<file path="src/rtl/word_receiver_if.sv">
// word_receiver_if: serial-bit input and valid/ready word output bundle for word_receiver
// Signals: clear, enable, in, out_ready (toward receiver); out_data, out_valid, bit_count,
//          overrun and, with WORD_RECEIVER_PARITY_EN defined, parity_err (from receiver).
// Modports: master = bit source / word consumer, slave = the receiver.
interface word_receiver_if #(
    parameter int WIDTH = 8
) ();
    localparam int CW = $clog2(WIDTH + 2);
    logic             clear;
    logic             enable;
    logic             in;
    logic             out_ready;
    logic [WIDTH-1:0] out_data;
    logic             out_valid;
    logic [CW-1:0]    bit_count;
    logic             overrun;
`ifdef WORD_RECEIVER_PARITY_EN
    logic             parity_err;
    modport master (output clear, enable, in, out_ready,
                    input out_data, out_valid, bit_count, overrun, parity_err);
    modport slave (input clear, enable, in, out_ready,
                   output out_data, out_valid, bit_count, overrun, parity_err);
`else
    modport master (output clear, enable, in, out_ready,
                    input out_data, out_valid, bit_count, overrun);
    modport slave (input clear, enable, in, out_ready,
                   output out_data, out_valid, bit_count, overrun);
`endif
endinterface

</file>
<file path="src/rtl/word_receiver.sv">
// word_receiver: shifts in serial bits on enable strobes and presents completed words with valid/ready
// Ports: clk; rst_n (asynchronous, active-low); bus (word_receiver_if.slave):
//        clear, enable, in, out_ready in; out_data, out_valid, bit_count, overrun out.
// Optional: WORD_RECEIVER_PARITY_EN appends an even-parity bit to each frame and adds parity_err.
module word_receiver #(
    parameter int WIDTH     = 8,
    parameter int MSB_FIRST = 1
) (
    input logic            clk,
    input logic            rst_n,
    word_receiver_if.slave bus
);
`ifdef WORD_RECEIVER_PARITY_EN
    localparam int FRAME = WIDTH + 1;
`else
    localparam int FRAME = WIDTH;
`endif
    localparam int CW = $clog2(WIDTH + 2);
    logic [WIDTH-1:0] shift_reg;
    logic [WIDTH-1:0] shifted;
    logic [WIDTH-1:0] word;
    logic             done;
    logic             accept;
    assign shifted = (MSB_FIRST != 0) ? {shift_reg[WIDTH-2:0], bus.in} : {bus.in, shift_reg[WIDTH-1:1]};
`ifdef WORD_RECEIVER_PARITY_EN
    // the completing bit is the parity bit, so the data is already fully shifted in
    assign word = shift_reg;
`else
    assign word = shifted;
`endif
    assign done   = bus.enable && !bus.clear && bus.bit_count == CW'(FRAME - 1);
    assign accept = bus.out_valid && bus.out_ready;
    always_ff @(posedge clk or negedge rst_n) begin
        if (!rst_n) begin
            shift_reg     <= '0;
            bus.bit_count <= '0;
        end else if (bus.clear) begin
            shift_reg     <= '0;
            bus.bit_count <= '0;
        end else if (bus.enable) begin
            shift_reg     <= done ? '0 : shifted;
            bus.bit_count <= done ? '0 : bus.bit_count + 1'b1;
        end
    end
    always_ff @(posedge clk or negedge rst_n) begin
        if (!rst_n) begin
            bus.out_data   <= '0;
            bus.out_valid  <= 1'b0;
            bus.overrun    <= 1'b0;
`ifdef WORD_RECEIVER_PARITY_EN
            bus.parity_err <= 1'b0;
`endif
        end else begin
            // a completing word loads if the output slot is empty or being drained on this edge
            if (done && (!bus.out_valid || bus.out_ready)) begin
                bus.out_data   <= word;
                bus.out_valid  <= 1'b1;
`ifdef WORD_RECEIVER_PARITY_EN
                bus.parity_err <= ^shift_reg ^ bus.in;
`endif
            end else if (accept) begin
                bus.out_valid <= 1'b0;
            end
            if (bus.clear)
                bus.overrun <= 1'b0;
            else if (done && bus.out_valid && !bus.out_ready)
                bus.overrun <= 1'b1;
        end
    end
endmodule

</file>
<file path="src/flat_wrapper.sv">
// flat-port wrapper written by rule: the top's interface ports become plain ports
module word_receiver_flat 
#(
    parameter int WIDTH     = 8,
    parameter int MSB_FIRST = 1
)
  (clk, rst_n, bus_clear, bus_enable, bus_in, bus_out_ready, bus_out_data, bus_out_valid, bus_bit_count, bus_overrun);
  word_receiver_if #(.WIDTH(WIDTH)) bus_i ();
  input logic clk;
  input logic rst_n;
  input wire logic [$bits(bus_i.clear)-1:0] bus_clear;
  input wire logic [$bits(bus_i.enable)-1:0] bus_enable;
  input wire logic [$bits(bus_i.in)-1:0] bus_in;
  input wire logic [$bits(bus_i.out_ready)-1:0] bus_out_ready;
  output wire logic [$bits(bus_i.out_data)-1:0] bus_out_data;
  output wire logic [$bits(bus_i.out_valid)-1:0] bus_out_valid;
  output wire logic [$bits(bus_i.bit_count)-1:0] bus_bit_count;
  output wire logic [$bits(bus_i.overrun)-1:0] bus_overrun;
  assign bus_i.clear = bus_clear;
  assign bus_i.enable = bus_enable;
  assign bus_i.in = bus_in;
  assign bus_i.out_ready = bus_out_ready;
  assign bus_out_data = bus_i.out_data;
  assign bus_out_valid = bus_i.out_valid;
  assign bus_bit_count = bus_i.bit_count;
  assign bus_overrun = bus_i.overrun;
  word_receiver #(.WIDTH(WIDTH), .MSB_FIRST(MSB_FIRST)) u_core (.clk(clk), .rst_n(rst_n), .bus(bus_i));
endmodule
</file>
<file path="config.mk">
export PLATFORM = sky130hd
export DESIGN_NAME = word_receiver_flat
export DESIGN_NICKNAME = d
export VERILOG_FILES = /design/src/rtl/word_receiver_if.sv /design/src/rtl/word_receiver.sv /design/src/flat_wrapper.sv
export SDC_FILE = /design/constraint.sdc
export NUM_CORES = 1
export LEC_CHECK = 0
export ABC_AREA = 1
export CORE_MARGIN = 4
export CORE_UTILIZATION = 30
export DETAILED_ROUTE_END_ITERATION = 7
export HOLD_SLACK_MARGIN = 0.03
export PLACE_DENSITY = 0.55
export SYNTH_ARGS = -nofsm -noshare
export SYNTH_HDL_FRONTEND = slang
export SYNTH_SLANG_ARGS = --single-unit
</file>
<file path="constraint.sdc">
create_clock -name clk -period 1.5 [get_ports clk]
set_input_delay 0.3 -clock clk [delete_from_list [all_inputs] [get_ports clk]]
set_output_delay 0.3 -clock clk [all_outputs]
set_load 0.02 [all_outputs]
</file>
==> results of run 1 <==
[worst paths after layout]
check	from	end	slack (ns)	cells past startpoint
worst max-delay path	u_core.bus.bit_count[0]$_DFFE_PN0P_	bus_bit_count[0]	0.08	1
worst min-delay path	rst_n	u_core.bus.bit_count[2]$_DFFE_PN0P_	0.31	2
worst max register to register	u_core.bus.bit_count[1]$_DFFE_PN0P_	u_core.bus.out_data[1]$_DFFE_PN0P_	0.19	6
worst min register to register	u_core.bus.out_data[1]$_DFFE_PN0P_	u_core.bus.out_data[1]$_DFFE_PN0P_	0.47	2
max in group asynchronous	rst_n	u_core.bus.bit_count[3]$_DFFE_PN0P_	0.98	2
min in group clk	u_core.bus.out_data[1]$_DFFE_PN0P_	u_core.bus.out_data[1]$_DFFE_PN0P_	0.47	2
[cells by family after synthesis]
logic type               after synthesis  share of synthesized area
flip-flops                            21                     0.5769
buffers and inverters                 14                    0.07554
AND/OR/NAND/NOR                       46                     0.2527
AO/OA/AOI/OAI                         10                    0.07005
adder cells (fa/ha/maj)                1                    0.01373
multiplexers                           1                    0.01099
[cell usage in the layout, fill, tap and decap left out]
cell type | Yosys | layout
nand2_1 | 26 | 26
dfrtp_1 | 21 | 21
dlygate4sd2_1 | 0 | 14
inv_1 | 9 | 9
nand4_1 | 9 | 9
buf_4 | 0 | 8
o22ai_1 | 5 | 5
clkdlybuf4s50_1 | 0 | 5
nand3_1 | 4 | 4
clkbuf_4 | 0 | 3
inv_2 | 2 | 2
o21ai_1 | 2 | 2
nor2_1 | 1 | 1
nand2_2 | 1 | 1
nor2_4 | 1 | 1
nor2_2 | 1 | 1
a21oi_1 | 1 | 1
nor3b_1 | 1 | 1
a22o_1 | 1 | 1
mux2i_1 | 1 | 1
nand3_2 | 1 | 1
nand2_4 | 1 | 1
o21ai_2 | 1 | 1
ha_1 | 1 | 1
clkinv_2 | 0 | 1
[power breakdown]
| part | internal [uW] | total [uW] | switching, uW |
|---|---|---|---|
| sequential | 574 | 582 | 8.60 |
| clock | 99.7 | 280 | 180 |
| combinational | 33.4 | 78.3 | 45.0 |
| total | 707 | 941 | 234 |
[metrics by stage]
stage / total power (uW) / instance area, um2 / std cells
after floorplan: 627.1 / 910.9 / 93
after global placement: 677.2 / 1172 / 148
after detailed placement: 677.0 / 1172 / 148
after CTS: 951.9 / 1182 / 152
after global routing: 981.9 / 1182 / 152
final: 940.6 / 1182 / 152
[final cells by class]
| class | count | area (um2) | area share |
|---|---|---|---|
| multi-input combinational | 58 | 316.6 | 0.2677 |
| sequential | 21 | 525.5 | 0.4444 |
| clock buffer | 3 | 22.52 | 0.01905 |
| inverter | 11 | 41.29 | 0.03492 |
| tap | 31 | 38.79 | 0.03280 |
| clock inverter | 1 | 5.005 | 0.004233 |
| timing repair buffer | 27 | 232.7 | 0.1968 |
[layer usage]
layer | vias up | track usage | part of all wire
met3 | 5 | 0.02842 | 0.043
met2 | 12 | 0.1647 | 0.45
met1 | 312 | 0.1281 | 0.47
li1 | 366 | - | -
met4 | 0 | 0.06612 | 0.031
met5 | - | 0 | 0
==> out/results.tsv, run 1 <==
stage	metric	value	unit
cts	htreeDepth	1	
global_routing	grt_overflow_total	0	
yosys	synth_edf_count	0	
pwr	powerDensity	795.5	mW/mm2
global_routing	antenna_found_initial	0	
cts	clock_sinks	21	
placed_design	place_congestion	0.7264	
cts	path_clk_slew	0.12	ns
die	die_width	63.10	um
outcome	status	finished, final reports clean	
setup_path	cp.buffers_inverters	1	
cts	cts_tree	done	
sta	maxSlewViolCount	0	
yosys	synth.area.top_cells	dfrtp_1 (58%), nand2_1 (11%), nand4_1 (6.2%), inv_1 (3.7%), o22ai_1 (3.4%)	
sta	relSlewSlack	0.8230	
hold_path	holdCritPathClass	primary input to asynchronous set/reset pin	
final_layout	fillers	290	
cts	cts_setup_buffers	0	
cts	cts_max_path_buffers	2	
die	initial_utilization	0.3220	
global_routing	grt_pass1_wl	3.270	mm
setup_path	slowest_delay	0.45	ns
setup_path	crit_path_end_kind	primary output	
sta	period_minus_slack	1.419	ns
yosys	synth-main-ff-cell	dfrtp_1	
cts	cts_root_buffer	clkbuf_4	
final_layout	largest_reg_flops	8	
placed_design	hpwlAfterDp	1.345	mm
job	maxCapViolCount	0	
die	io_pins	20	
sta	fin_skew	0.001417	ns
yosys	ys_seq_area_frac	0.5769	
setup_path	critPathArrivalTime	1.12	ns
detailed_routing	ant_nets	0	
global_routing	grt_pass1_vias	740	
yosys	ys_async_sr_fraction	1.000	
sta	fin_tns_setup	0	ns
die	dieArea	0.003982	mm2
detailed_routing	post_drt_wl_per_cell	11.43	um
sta	clock.fmax	0.7048	GHz
pwr	p_leak	0.0006531	uW
placed_design	pre_cts_ws	0.003561	ns
final_layout	num_antenna_cells	0	
setup_path	critPathTopFamily	flip-flops	
setup_path	cp_slowest_cell	dfrtp_1	
setup_path	critPathKind	flip-flop to primary output	
die	die_h	63.10	um
setup_path	start_kind	flip-flop	
setup_path	crit_chain	dlygate4sd2_1	
cts	cts_hold_buffers	0	
detailed_routing	drc	0	
setup_path	worst-path-max-fanout	5	
detailed_routing	via_per_inst	4.572	
cts	cts_resized	14	
placed_design	portBuffers	19	
final_layout	area_growth	29.81	%
yosys	synth_top_area_cell	dfrtp_1	
cts	cts-buffers-inserted	3	
die	fp-row-count	19	
yosys	synthCells	93	
detailed_routing	drtIter0Drc	51	
sta	worstMarginPinSlew	0.2656	ns
setup_path	crit_required	1.20	ns
yosys	synth.cell_area	910.9	um2
pwr	ir_drop	0.0002862	V
detailed_routing	totalWireLength	1.737	mm
detailed_routing	drt_first_pass_iters	2	
detailed_routing	route.vias.total	695	
yosys	yosysUniqueCellTypes	22	
yosys	syn-num-nets	100	
final_layout	fin_nets	129	
global_routing	grt_usage	0.1054	
sta	fin_crit_sh	0.9459	
global_routing	grt_max_degree	22	
yosys	synthTopCellsByCount	nand2_1 (26), dfrtp_1 (21), inv_1 (9), nand4_1 (9), o22ai_1 (5)	
yosys	synth_most_common_cell	nand2_1	
sta	rsz0062_at_grt	no	
sta	setup_slack	0.08117	ns
yosys	ys_seq_elements	21	
die	core-area	0.002829	mm2
sta	hold_viol	0	
yosys	synth.avg_cell_area	9.794	um2
yosys	ys.warnings.count	0	
sta	setup-violations-final	0	
cts	clock_latency	0.31	ns
final_layout	drive_gt1_frac	0.1653	
sta	whs	0.3104	ns
final_layout	fin_util	0.4180	
yosys	synth_top_area_share	0.5769	
No activity file was read; power rests on OpenSTA's default activity.
==> run 2, diff against run 1 <==
--- a/config.mk
+++ b/config.mk
@@ -7,10 +7,10 @@
 export LEC_CHECK = 0
 export ABC_AREA = 1
 export CORE_MARGIN = 4
-export CORE_UTILIZATION = 30
+export CORE_UTILIZATION = 45
 export DETAILED_ROUTE_END_ITERATION = 7
 export HOLD_SLACK_MARGIN = 0.03
-export PLACE_DENSITY = 0.55
+export PLACE_DENSITY = 0.75
 export SYNTH_ARGS = -nofsm -noshare
 export SYNTH_HDL_FRONTEND = slang
 export SYNTH_SLANG_ARGS = --single-unit
==> run 2 against run 1 <==
Compared with the run above:
- maximum frequency rose by 0.72%
- power fell by 1.4%
- routed wire length rose by 2.1%
- sequential power barely moved
- critical endpoint unchanged
- global-route usage rose by 5.0 points
- non-clock buffer count fell by 1
- hold slack improved by 0.0058 ns
- final area fell by 1.1%
==> out/results.tsv, run 2 (synthesis results as in run 1) <==
stage	metric	value	unit
outcome	status	finished, final reports clean	
final_layout	num_antenna_cells	0	
placed_design	place_congestion	0.8669	
detailed_routing	drt-met1-wl	765	um
global_routing	antenna_found_initial	0	
detailed_routing	drt_first_pass_iters	4	
die	initial_utilization	0.4691	
global_routing	grt_overflow_total	0	
final_layout	fillers	181	
final_layout	drive_gt1_frac	0.1583	
final_layout	final_common_cell	nand2_1	
sta	fin_tns_setup	0	ns
detailed_routing	met3WireLength	66	um
sta	relSlewSlack	0.8302	
final_layout	final_cell_mix	nand2_1 (26), dfrtp_1 (21), dlygate4sd2_1 (14), inv_1 (9), nand4_1 (9)	
global_routing	grt_pass1_wl	3.118	mm
die	die_h	52.99	um
detailed_routing	highest_layer	met4	
setup_path	worstReg2RegEnd	u_core.bus.out_data[2]$_DFFE_PN0P_	
sta	setup-violations-final	0	
placed_design	dp_cells	143	
cts	cts-buffers-inserted	3	
cts	cts_resized	14	
cts	cts_root_buffer	clkbuf_4	
die	fp-row-count	16	
job	maxCapViolCount	0	
final_layout	fin_util	0.6024	
pwr	powerDensity	793.0	mW/mm2
setup_path	crit_required	1.20	ns
sta	rsz0062_at_grt	no	
setup_path	reg2reg_depth	6	
die	io_pins	20	
setup_path	crit_chain	dlygate4sd2_1	
final_layout	multi_input_area	316.6	um2
setup_path	r2r_start	u_core.bus.bit_count[0]$_DFFE_PN0P_	
cts	htreeDepth	1	
setup_path	worst-path-max-fanout	5	
setup_path	r2r_setup_slack	0.16	ns
setup_path	critPathArrivalTime	1.11	ns
sta	fin_crit_sh	0.9391	
detailed_routing	ant_nets	0	
pwr	p_leak	0.0006483	uW
final_layout	regArea	525.5	um2
setup_path	critPathKind	flip-flop to primary output	
hold_path	holdCritPathClass	primary input to asynchronous set/reset pin	
global_routing	grt_max_degree	22	
sta	clock.fmax	0.7099	GHz
detailed_routing	wl_met2	875	um
detailed_routing	post_drt_wl_per_cell	12.07	um
final_layout	finalNonFillerCells	147	
setup_path	cp.buffers_inverters	1	
global_routing	grt_usage	0.1555	
setup_path	cp_slowest_cell	dfrtp_1	
sta	worstMarginPinSlew	0.2546	ns
cts	clock_latency	0.30	ns
cts	cts_tree	done	
sta	hold_viol	0	
final_layout	area_growth	28.43	%
cts	path_clk_slew	0.11	ns
cts	clock_sinks	21	
cts	cts_setup_buffers	0	
final_layout	fin_nets	128	
setup_path	critPathTopFamily	flip-flops	
sta	maxSlewViolCount	0	
setup_path	crit_path_end_kind	primary output	
placed_design	hpwlAfterDp	1.345	mm
detailed_routing	totalWireLength	1.774	mm
detailed_routing	drtIter0Drc	15	
sta	fin_skew	0.002796	ns
final_layout	largest_reg_flops	8	
setup_path	slowest_delay	0.45	ns
cts	cts_max_path_buffers	2	
die	dieArea	0.002808	mm2
setup_path	start_kind	flip-flop	
detailed_routing	via_per_inst	4.973	
detailed_routing	drc	0	
cts	cts_hold_buffers	0	
placed_design	portBuffers	19	
pwr	ir_drop	0.0004168	V
die	die_width	52.99	um
die	core-area	0.001942	mm2
sta	period_minus_slack	1.409	ns
global_routing	grt_pass1_vias	757	
detailed_routing	route.vias.total	731	
## run 2: cell types whose count changed in the layout (fill, tap and decap cells not counted), sizes merged
| cell | before | now |
|---|---|---|
| buf | 8 | 7 |
## run 2: metal layers
layer / global-route usage / vias to the layer above
met3: 0.03380 / 8
met5: 0 / -
met1: 0.1799 / 341
li1: - / 361
met4: 0.1234 / 0
met2: 0.2459 / 21
## run 2: area by class of cell
class	count	share of cell area
clock inverter	1	0.004278
clock buffer	3	0.01925
sequential	21	0.4492
tap	27	0.02888
inverter	11	0.03529
multi-input combinational	58	0.2706
timing repair buffer	26	0.1925
## run 2: power by group
part / switching (uW) / total [uW] / leakage (uW) / internal, uW
registers: 8.73 / 582 / 0.000291 / 574
logic: 44.8 / 76.8 / 0.000340 / 31.9
clock network: 169 / 268 / 0.0000177 / 99.5
## run 2: stage by stage
step | cell area [um2] | total power, uW | hold WS, ns | setup WS, ns
6_report | 1170 | 927.7 | 0.3163 | 0.09133
5_1_grt | 1170 | 980.5 | 0.3412 | 0.01843
4_1_cts | 1170 | 944.4 | 0.3107 | 0.06679
3_5_place_dp | 1160 | 674.0 | 0.4573 | 0.02612
3_3_place_gp | 1160 | 672.9 | 0.4537 | 0.05244
2_1_floorplan | 910.9 | 627.1 | 0.004409 | 0.1666
## run 2: worst max path at each step
stage               slack (ns)                           startpoint  depth (start not counted)                             endpoint
floorplan                 0.17  u_core.bus.bit_count[0]$_DFFE_PN0P_                          7  u_core.bus.bit_count[3]$_DFFE_PN0P_
global placement          0.05                            bus_clear                          6  u_core.bus.bit_count[0]$_DFFE_PN0P_
detailed placement        0.03                            bus_clear                          6      u_core.shift_reg[2]$_DFFE_PN0P_
CTS                       0.07  u_core.bus.bit_count[0]$_DFFE_PN0P_                          1                     bus_bit_count[0]
global route              0.02  u_core.bus.bit_count[0]$_DFFE_PN0P_                          6   u_core.bus.out_data[4]$_DFFE_PN0P_
finish                    0.09  u_core.bus.bit_count[0]$_DFFE_PN0P_                          1                     bus_bit_count[0]
